===== src/rtl/uart_pkg.sv =====
// Shared encodings and helpers for the oversampling UART receiver.
package uart_pkg;
   localparam int OVERSAMPLE = 16;

   typedef enum logic [2:0] {
      PAR_NONE  = 3'd0,
      PAR_EVEN  = 3'd1,
      PAR_ODD   = 3'd2,
      PAR_MARK  = 3'd3,
      PAR_SPACE = 3'd4
   } parity_mode_t;

   typedef enum logic [2:0] {
      ST_IDLE, ST_START, ST_DATA, ST_PARITY, ST_STOP1, ST_STOP2, ST_BREAK_WAIT
   } rx_state_t;

   function automatic logic [3:0] clamp_bits(input logic [3:0] req, input int max_bits);
      if (req < 4'd5) return 4'd5;
      if (int'(req) > max_bits) return 4'(max_bits);
      return req;
   endfunction

   // Encodings 5..7 behave as no parity.
   function automatic parity_mode_t norm_parity(input logic [2:0] m);
      return (m > 3'd4) ? PAR_NONE : parity_mode_t'(m);
   endfunction
endpackage


===== src/rtl/uart_sync_fifo.sv =====
// Show-ahead synchronous FIFO; a write while full succeeds only alongside a read.
module uart_sync_fifo #(
   parameter int WIDTH = 11,
   parameter int DEPTH = 16
) (
   input  logic                     clk,
   input  logic                     rst,
   input  logic                     wr_en,
   input  logic [WIDTH-1:0]         wr_data,
   input  logic                     rd_en,
   output logic [WIDTH-1:0]         rd_data,
   output logic [$clog2(DEPTH):0]   count,
   output logic                     full,
   output logic                     empty
);
   localparam int AW = $clog2(DEPTH);

   logic [WIDTH-1:0] mem [DEPTH];
   logic [AW-1:0]    wr_ptr, rd_ptr;
   logic             do_wr, do_rd;

   assign empty   = (count == '0);
   assign full    = (count == (AW+1)'(DEPTH));
   assign do_rd   = rd_en && !empty;
   assign do_wr   = wr_en && (!full || do_rd);
   assign rd_data = empty ? '0 : mem[rd_ptr];

   always_ff @(posedge clk) begin
      if (do_wr) mem[wr_ptr] <= wr_data;
   end

   always_ff @(posedge clk) begin
      if (rst) begin
         wr_ptr <= '0;
         rd_ptr <= '0;
         count  <= '0;
      end else begin
         if (do_wr) wr_ptr <= wr_ptr + 1'b1;
         if (do_rd) rd_ptr <= rd_ptr + 1'b1;
         case ({do_wr, do_rd})
            2'b10:   count <= count + 1'b1;
            2'b01:   count <= count - 1'b1;
            default: count <= count;
         endcase
      end
   end
endmodule


===== src/rtl/uart_rx_oversampled.sv =====
// 16x oversampling UART receiver with majority voting, parity/framing/break
// detection and a show-ahead receive FIFO.
module uart_rx_oversampled
   import uart_pkg::*;
#(
   parameter int MAX_DATA_BITS = 9,
   parameter int FIFO_DEPTH    = 16,
   parameter int DIV_WIDTH     = 16
) (
   input  logic                         clk,
   input  logic                         rst,
   input  logic                         rx,
   input  logic [DIV_WIDTH-1:0]         baud_div,
   input  logic [3:0]                   data_bits,
   input  logic [2:0]                   parity_mode,
   input  logic                         two_stop_bits,
   input  logic                         rd_en,
   output logic [MAX_DATA_BITS-1:0]     rd_data,
   output logic                         rd_perr,
   output logic                         rd_ferr,
   output logic                         rd_valid,
   output logic [$clog2(FIFO_DEPTH):0]  fifo_count,
   input  logic                         clr_overrun,
   output logic                         overrun,
   output logic                         break_det
);
   localparam int SW = $clog2(OVERSAMPLE);
   localparam int EW = MAX_DATA_BITS + 2;
   localparam logic [SW-1:0] TICK_A   = SW'(OVERSAMPLE/2 - 1);
   localparam logic [SW-1:0] TICK_B   = SW'(OVERSAMPLE/2);
   localparam logic [SW-1:0] TICK_C   = SW'(OVERSAMPLE/2 + 1);
   localparam logic [SW-1:0] TICK_END = SW'(OVERSAMPLE - 1);

   rx_state_t                state, state_next;
   logic                     rx_s1, rx_s2, rx_prev;
   logic [DIV_WIDTH-1:0]     div_q, tick_cnt;
   logic [3:0]               nbits_q, bit_cnt;
   parity_mode_t             par_q;
   logic                     two_q;
   logic [SW-1:0]            samp_cnt;
   logic                     s_a, s_b;
   logic [MAX_DATA_BITS-1:0] data_q;
   logic                     perr_q, par_bit, exp_par;
   logic                     push_pend, frame_end, brk, ovr_set, full, empty;
   logic [EW-1:0]            push_word, rd_word;
   logic                     tick, mid, bit_end, maj, start_det, last_bit;

   assign tick      = (tick_cnt == div_q);
   assign mid       = tick && (samp_cnt == TICK_C);
   assign bit_end   = tick && (samp_cnt == TICK_END);
   assign maj       = (s_a & s_b) | (s_a & rx_s2) | (s_b & rx_s2);
   assign start_det = (state == ST_IDLE) && rx_prev && !rx_s2;
   assign last_bit  = (bit_cnt == nbits_q - 4'd1);

   always_comb begin
      exp_par = 1'b0;
      case (par_q)
         PAR_EVEN: exp_par = ^data_q;
         PAR_ODD:  exp_par = ~^data_q;
         PAR_MARK: exp_par = 1'b1;
         default:  exp_par = 1'b0;
      endcase
   end

   always_ff @(posedge clk) begin
      if (rst) state <= ST_IDLE;
      else     state <= state_next;
   end

   always_comb begin
      state_next = state;
      frame_end  = 1'b0;
      brk        = 1'b0;
      case (state)
         ST_IDLE:   if (start_det) state_next = ST_START;
         ST_START: begin
            if (mid && maj)   state_next = ST_IDLE;
            else if (bit_end) state_next = ST_DATA;
         end
         ST_DATA:   if (bit_end && last_bit)
                       state_next = (par_q != PAR_NONE) ? ST_PARITY : ST_STOP1;
         ST_PARITY: if (bit_end) state_next = ST_STOP1;
         ST_STOP1: begin
            // Stop bits resolve at mid-bit so a following start edge is not missed.
            if (mid) begin
               if (!maj && (data_q == '0) && !par_bit) begin
                  brk        = 1'b1;
                  state_next = ST_BREAK_WAIT;
               end else if (!(maj && two_q)) begin
                  frame_end  = 1'b1;
                  state_next = ST_IDLE;
               end
            end else if (bit_end) begin
               state_next = ST_STOP2;
            end
         end
         ST_STOP2: if (mid) begin
            frame_end  = 1'b1;
            state_next = ST_IDLE;
         end
         ST_BREAK_WAIT: if (rx_s2) state_next = ST_IDLE;
         default:   state_next = ST_IDLE;
      endcase
   end

   assign ovr_set = push_pend && full && !rd_en;

   always_ff @(posedge clk) begin
      if (rst) begin
         rx_s1     <= 1'b1;
         rx_s2     <= 1'b1;
         rx_prev   <= 1'b1;
         div_q     <= '0;
         nbits_q   <= '0;
         par_q     <= PAR_NONE;
         two_q     <= 1'b0;
         tick_cnt  <= '0;
         samp_cnt  <= '0;
         s_a       <= 1'b0;
         s_b       <= 1'b0;
         bit_cnt   <= '0;
         data_q    <= '0;
         perr_q    <= 1'b0;
         par_bit   <= 1'b0;
         push_pend <= 1'b0;
         push_word <= '0;
         break_det <= 1'b0;
         overrun   <= 1'b0;
      end else begin
         rx_s1     <= rx;
         rx_s2     <= rx_s1;
         rx_prev   <= rx_s2;
         push_pend <= frame_end;
         break_det <= brk;
         if (frame_end) push_word <= {data_q, perr_q, ~maj};
         if (ovr_set)          overrun <= 1'b1;
         else if (clr_overrun) overrun <= 1'b0;

         if (start_det) begin
            div_q    <= baud_div;
            nbits_q  <= clamp_bits(data_bits, MAX_DATA_BITS);
            par_q    <= norm_parity(parity_mode);
            two_q    <= two_stop_bits;
            tick_cnt <= '0;
            samp_cnt <= '0;
            bit_cnt  <= '0;
            data_q   <= '0;
            perr_q   <= 1'b0;
            par_bit  <= 1'b0;
         end else if (state == ST_IDLE || state == ST_BREAK_WAIT) begin
            tick_cnt <= '0;
            samp_cnt <= '0;
         end else begin
            tick_cnt <= tick ? '0 : tick_cnt + 1'b1;
            if (tick) begin
               samp_cnt <= samp_cnt + 1'b1;
               if (samp_cnt == TICK_A) s_a <= rx_s2;
               if (samp_cnt == TICK_B) s_b <= rx_s2;
            end
            if (mid && state == ST_DATA) begin
               for (int i = 0; i < MAX_DATA_BITS; i++)
                  if (bit_cnt == 4'(i)) data_q[i] <= maj;
            end
            if (mid && state == ST_PARITY) begin
               par_bit <= maj;
               perr_q  <= maj ^ exp_par;
            end
            if (bit_end && state == ST_DATA) bit_cnt <= bit_cnt + 4'd1;
         end
      end
   end

   uart_sync_fifo #(.WIDTH(EW), .DEPTH(FIFO_DEPTH)) u_fifo (
      .clk     (clk),
      .rst     (rst),
      .wr_en   (push_pend),
      .wr_data (push_word),
      .rd_en   (rd_en),
      .rd_data (rd_word),
      .count   (fifo_count),
      .full    (full),
      .empty   (empty)
   );

   assign rd_valid = !empty;
   assign rd_data  = rd_word[EW-1:2];
   assign rd_perr  = rd_word[1];
   assign rd_ferr  = rd_word[0];
endmodule


===== config.mk =====
export PLATFORM = sky130hd
export DESIGN_NAME = uart_rx_oversampled
export DESIGN_NICKNAME = d
export VERILOG_FILES = /design/src/rtl/uart_pkg.sv /design/src/rtl/uart_sync_fifo.sv /design/src/rtl/uart_rx_oversampled.sv
export SDC_FILE = /design/constraint.sdc
export NUM_CORES = 1
export LEC_CHECK = 0
export ABC_CLOCK_PERIOD_IN_PS = 7300
export CAP_MARGIN = 25
export CORE_ASPECT_RATIO = 1.5
export CORE_MARGIN = 5
export CORE_UTILIZATION = 60
export DETAILED_ROUTE_END_ITERATION = 16
export PLACE_DENSITY = 0.85
export SLEW_MARGIN = 20
export SYNTH_ARGS = -nofsm -noshare
export SYNTH_HDL_FRONTEND = slang
export SYNTH_HIERARCHICAL = 1
export SYNTH_SLANG_ARGS = --single-unit

===== constraint.sdc =====
create_clock -name clk -period 7.3 [get_ports clk]
set_clock_uncertainty 0.15 [all_clocks]
set_input_delay 0.73 -clock clk [delete_from_list [all_inputs] [get_ports clk]]
set_output_delay 0.73 -clock clk [all_outputs]
set_load 0.1 [all_outputs]

# Yosys cells after proc, flatten, opt, wreduce, memory -nomap -nowiden
# Memory sizes are Yosys's and may differ from the RTL's. A register that Yosys moved wholly into a read port is not among the register bits.
# Index checks and enable logic that the tools add are counted.
# word_totals
reg_bits	94
n_memories	1
wordCells	179
ram_bits	176
out_inout_bits	19
input_bits	29
# memory_table
name	depth	word_bits	rd	rd_ports_with_merged_regs	wr	line	text
u_fifo.mem	16	11	1	1	1	uart_sync_fifo.sv:18	logic [WIDTH-1:0] mem [DEPTH];
# classes
n_reduce_logical	51
magnitude_cmp	3
n_eq_ne	34
n_mux	40
n_addsub	8
bitwise	11
# op_table
op	count
$mux W3	13
$reduce_and A3 Y1	9
$mux W4	6
$pmux W3 S7	1
$eq A4 B3 Y1 const B	5
$add A16 B1 Y16 const B	1
$add A4 B1 Y4 const B	4
$eq A16 B16 Y1	1
$eq A4 B4 Y1 const B	4
$logic_and A1 B1 Y1	16
$mux W1	16
$eq A3 B2 Y1 const B	4
$mux W11	1
$ne A2 B2 Y1 const B	5
$pmux W5 S2	1
$eq A3 B3 Y1 const B	3
$logic_not A9 Y1	1
$reduce_xnor A9 Y1	1
$reduce_xor A9 Y1	1
$eq A4 B2 Y1 const B	2
$reduce_and A4 Y1	2
$reduce_and A8 Y1	1
$eq A3 B1 Y1 const B	2
$logic_not A1 Y1	6
other kinds (29)	41

# Logic depth before layout (Yosys ltp)
# logic_depth
depth_word	10
mapped_depth	9
mapped_depth_nobuf	8

# Cells and area by module
# The synthesis kept the hierarchy.
# by_module_without_submodules
mod	area_per_inst_um2	n_inst	cells_per_inst
uart_sync_fifo	7726.2	1	402
uart_rx_oversampled	3966.3	1	454

# Least setup slack after synthesis
# No wires, ideal clock.
# synth_timing
path_type	register to output
startpoint	register u_fifo.count[0]
endpoint	output port rd_data[0]
path_stages_with_launch	6
n_path_buf	2
required_ns	6.420
slack_ns	2.522
arrival_ns	3.898
path_cell_list	dfxtp_1 > or4_1 > buf_2 > nor2_1 > buf_2 > a211oi_1
# synth_between
elab_chain_len	2
# synth_lines
item	line	text
from (decl)	uart_sync_fifo.sv:12	output logic [$clog2(DEPTH):0] count,
from (signal assigned)	uart_sync_fifo.sv:41	2'b10: count <= count + 1'b1;
from (signal assigned)	uart_sync_fifo.sv:42	2'b01: count <= count - 1'b1;
from (signal assigned)	uart_sync_fifo.sv:43	default: count <= count;
$logic_not A5 Y1	uart_sync_fifo.sv:22	assign empty = (count == '0);
net empty	uart_rx_oversampled.sv:44	logic push_pend, frame_end, brk, ovr_set, full, empty;
$mux W11	uart_sync_fifo.sv:26	assign rd_data = empty ? '0 : mem[rd_ptr];
to (decl)	uart_rx_oversampled.sv:18	output logic [MAX_DATA_BITS-1:0] rd_data,
# The timed path passes the listed nets, and every way through them passes these cells.

==> metrics.txt <==
beginning of the worst hold path rx_s1; Distinct cells, synth 60; total wire length 24,030 µm; setup repair after global routing missed its margin no; fraction of registers with async set or reset after synthesis 0; register bit count reported by yosys 274; vias in the first global route 7,104; core region area 19,160 µm²; GR Util All Layers 0.2191; Max-Cap Viols 0; post-CTS sizing 0; worst rel slew slack 0.2907; Worst setup EP type primary output; post-route fraction of the period consumed by the critical path 0.6515; met3 usage in global routing 0.03223; largest fanout on the critical path 44; power density over the cells 307.4 nW/µm²; post-detail-place hpwl 15,760 µm; area of the mapped netlist 11,690 µm²; met2 usage in global routing 0.4119; nature of the critical path startpoint register; global-route wire length before repair 37,780 µm; total count of max-transition violations in the final report 0; CTS clk-pin slew, worst paths 0.07 ns; standby leakage power 4.354 nW; fraction of the yosys area taken by sequential cells 0.6198; Hold Fails Final Rpt 0; Worst Hold Depth 1; clk_lat worst skew 0.52 ns; worst flop-to-flop path startpoint u_fifo/count[0]; global-route layer with the greatest usage met2; DR DRC count 0; FILL cells 1,282; CTS Sinks 274; die outline area 22,440 µm²; CTS Buf Count 24; drt pass-1 iters 5; number of violations reported at the end of detailed-routing iteration 0 545; number of buffers inserted by post-CTS setup repair 0; top_reg_cell synth sky130_fd_sc_hd__edfxtp_1; per-cell routed wire length 20.40 µm; fin crit period 4.756 ns; area grow syn2layout 13.54%; final RePlAce weighted congestion 0.8697; Max Clock Freq 0.2103 GHz; deepest clock path buffer count 3; htree depth 1; chip height 181.0 µm; via count of the routed design 7,018; number of enable flip-flop cells after synthesis 176; Final setup viols 0; number of placement rows 62; number of antenna diodes 0; total number of yosys warnings 6; final worst hold slack 0.2634 ns; Post-Synthesis Cells 856; number of input and output port buffers inserted 47; destination of the worst register-to-register timing path u_fifo/count[4]; io pins 48; Avg Cell Area, Syn 13.66 µm²; final setup TNS 0 ns; horizontal die dimension 124.0 µm; ANT nets after route 0; endpoint of the worst hold path rx_s2; antenna violations before repair 0; peak supply drop 0.2235 mV; CTS hold repair buffers 0; Slew @ Worst Pin 1.060 ns; setup slack of the worst register-to-register path 4.46 ns; Min-Delay Path Class reg2reg; TritonCTS clock tree built; effective utilization at floorplan 0.6102; GR Overflow Total 0; Nets 955; depth of the worst register-to-register path 7; arrival time of the worst setup path 3.88 ns; category of the critical setup timing path reg2out; critical path data required time 6.42 ns; Post-Syn Nets 907; fraction of met1 tracks used by global routing 0.2482; result of the run finished, final reports clean; detail-routed via count per cell 5.958; root buffer cell sky130_fd_sc_hd__clkbuf_16; largest net degree at the start of global routing 68; ratio of cells with drive above 1 in the final layout 0.1475
cells in the final DEF (no fill, tap or decap), types with 5 or more instances in the layout:
| cell | Yosys | routed |
|---|---|---|
| sky130_fd_sc_hd__and3_1 | 7 | 7 |
| sky130_fd_sc_hd__nor2b_1 | 15 | 15 |
| sky130_fd_sc_hd__xnor2_1 | 22 | 22 |
| sky130_fd_sc_hd__inv_1 | 22 | 22 |
| sky130_fd_sc_hd__nor2_1 | 82 | 80 |
| sky130_fd_sc_hd__a211oi_1 | 26 | 26 |
| sky130_fd_sc_hd__or3_1 | 5 | 5 |
| sky130_fd_sc_hd__edfxtp_1 | 176 | 176 |
| sky130_fd_sc_hd__mux2i_1 | 34 | 34 |
| sky130_fd_sc_hd__nand2_1 | 62 | 62 |
| sky130_fd_sc_hd__buf_4 | 5 | 18 |
| sky130_fd_sc_hd__ha_1 | 21 | 21 |
| sky130_fd_sc_hd__clkbuf_16 | 0 | 25 |
| sky130_fd_sc_hd__o21ai_0 | 7 | 7 |
| sky130_fd_sc_hd__clkdlybuf4s50_1 | 0 | 46 |
| sky130_fd_sc_hd__nand3b_1 | 5 | 5 |
| sky130_fd_sc_hd__nand2b_1 | 13 | 13 |
| sky130_fd_sc_hd__dfxtp_1 | 98 | 96 |
| sky130_fd_sc_hd__a21oi_1 | 43 | 43 |
| sky130_fd_sc_hd__xor2_1 | 29 | 29 |
| sky130_fd_sc_hd__nand3_1 | 12 | 12 |
| sky130_fd_sc_hd__a31o_2 | 8 | 8 |
| sky130_fd_sc_hd__mux4_2 | 44 | 44 |
| sky130_fd_sc_hd__nand4_1 | 12 | 12 |
| sky130_fd_sc_hd__clkbuf_8 | 0 | 5 |
| sky130_fd_sc_hd__nor3_1 | 16 | 16 |
per-layer routing:
layer	up-vias	routed length, µm	part of all wire
li1	3269	-	-
met1	3462	8551	0.36
met2	237	13360	0.56
met3	50	1355	0.056
met4	0	757	0.032
met5	-	0	0
layout make-up:
| cell class | instances | area [µm²] | share of cell area |
|---|---|---|---|
| Sequential cell | 274 | 7249 | 0.5461 |
| Multi-Input combinational cell | 517 | 4170 | 0.3141 |
| Clock buffer | 34 | 709.4 | 0.05344 |
| Timing Repair Buffer | 65 | 600.6 | 0.04524 |
| Tap cell | 256 | 320.3 | 0.02413 |
| Clock inverter | 10 | 142.6 | 0.01074 |
| Inverter | 22 | 82.58 | 0.006221 |
cell usage after synthesis (all sizes together) (20+ instances only):
| cell type | number | share of area |
|---|---|---|
| edfxtp | 176 | 0.45 |
| a211oi | 27 | 0.018 |
| ha | 21 | 0.022 |
| clkbuf | 23 | 0.0074 |
| xnor2 | 22 | 0.016 |
| buf | 20 | 0.010 |
| mux2i | 34 | 0.029 |
| xor2 | 29 | 0.022 |
| inv | 22 | 0.0071 |
| nand2 | 62 | 0.020 |
| a21oi | 43 | 0.018 |
| dfxtp | 98 | 0.17 |
| mux4 | 44 | 0.085 |
| nor2 | 83 | 0.027 |
stage by stage:
| stage | worst slack (ns) | total power (W) | instances | utilization | instance area, µm² |
|---|---|---|---|---|---|
| 5_1_grt | 2.440 | 0.004233 | 1178 | 0.6928 | 13280 |
| 3_5_place_dp | 3.189 | 0.002782 | 1134 | 0.6484 | 12420 |
| 4_1_cts | 2.536 | 0.004113 | 1178 | 0.6928 | 13280 |
| 2_1_floorplan | 2.522 | 0.002559 | 856 | - | 11690 |
| 3_3_place_gp | 3.272 | 0.002765 | 1134 | 0.6481 | 12420 |
| 6_report | 2.544 | 0.004080 | 1178 | 0.6928 | 13280 |
where the power goes:
part | switching, W | internal, W
clock | 0.000543 | 0.000789
combinational | 0.000763 | 0.000302
sequential | 0.0000310 | 0.00165
sequential cells by signal (all words and copies together), names as in the netlist, 3 cells and up, named ones only:
register       flops
state              3
u_fifo/rd_ptr      4
div_q             16
u_fifo/wr_ptr      4
par_q              3
push_word         11
nbits_q            4
u_fifo/mem       176
tick_cnt          16
samp_cnt           4
data_q             9
bit_cnt            4
u_fifo/count       5
cell families after synthesis:
group                      share of synthesized area
xor gates and xnor gates                     0.04013
buffers and inverters                        0.02450
muxes                                         0.1139
and+or+nand+nor                               0.1146
AOI/OAI and AO/OA                            0.06196
adders and majority gates                    0.02515
DFF                                           0.6198
worst max-delay path by stage:
stage                         start    endpoint  slack, ns  depth (start not counted)
floorplan           u_fifo/count[0]  rd_data[0]       2.52                          5
global placement           register  rd_data[8]       3.27                          6
detailed placement         register  rd_data[2]       3.19                          6
CTS                        register  rd_data[2]       2.54                          6
global route               register  rd_data[2]       2.44                          6
finish                     register  rd_data[2]       2.54                          6
critical path, stage by stage (launching register included):
cell                              delay (ns)
sky130_fd_sc_hd__dfxtp_2                0.31
sky130_fd_sc_hd__buf_4                  0.57
sky130_fd_sc_hd__mux4_2                 0.61
sky130_fd_sc_hd__nor2b_1                0.15
sky130_fd_sc_hd__a211oi_1               0.48
sky130_fd_sc_hd__a211oi_1               0.15
sky130_fd_sc_hd__clkdlybuf4s50_1        1.04
Power figures use the tool's default switching activity.
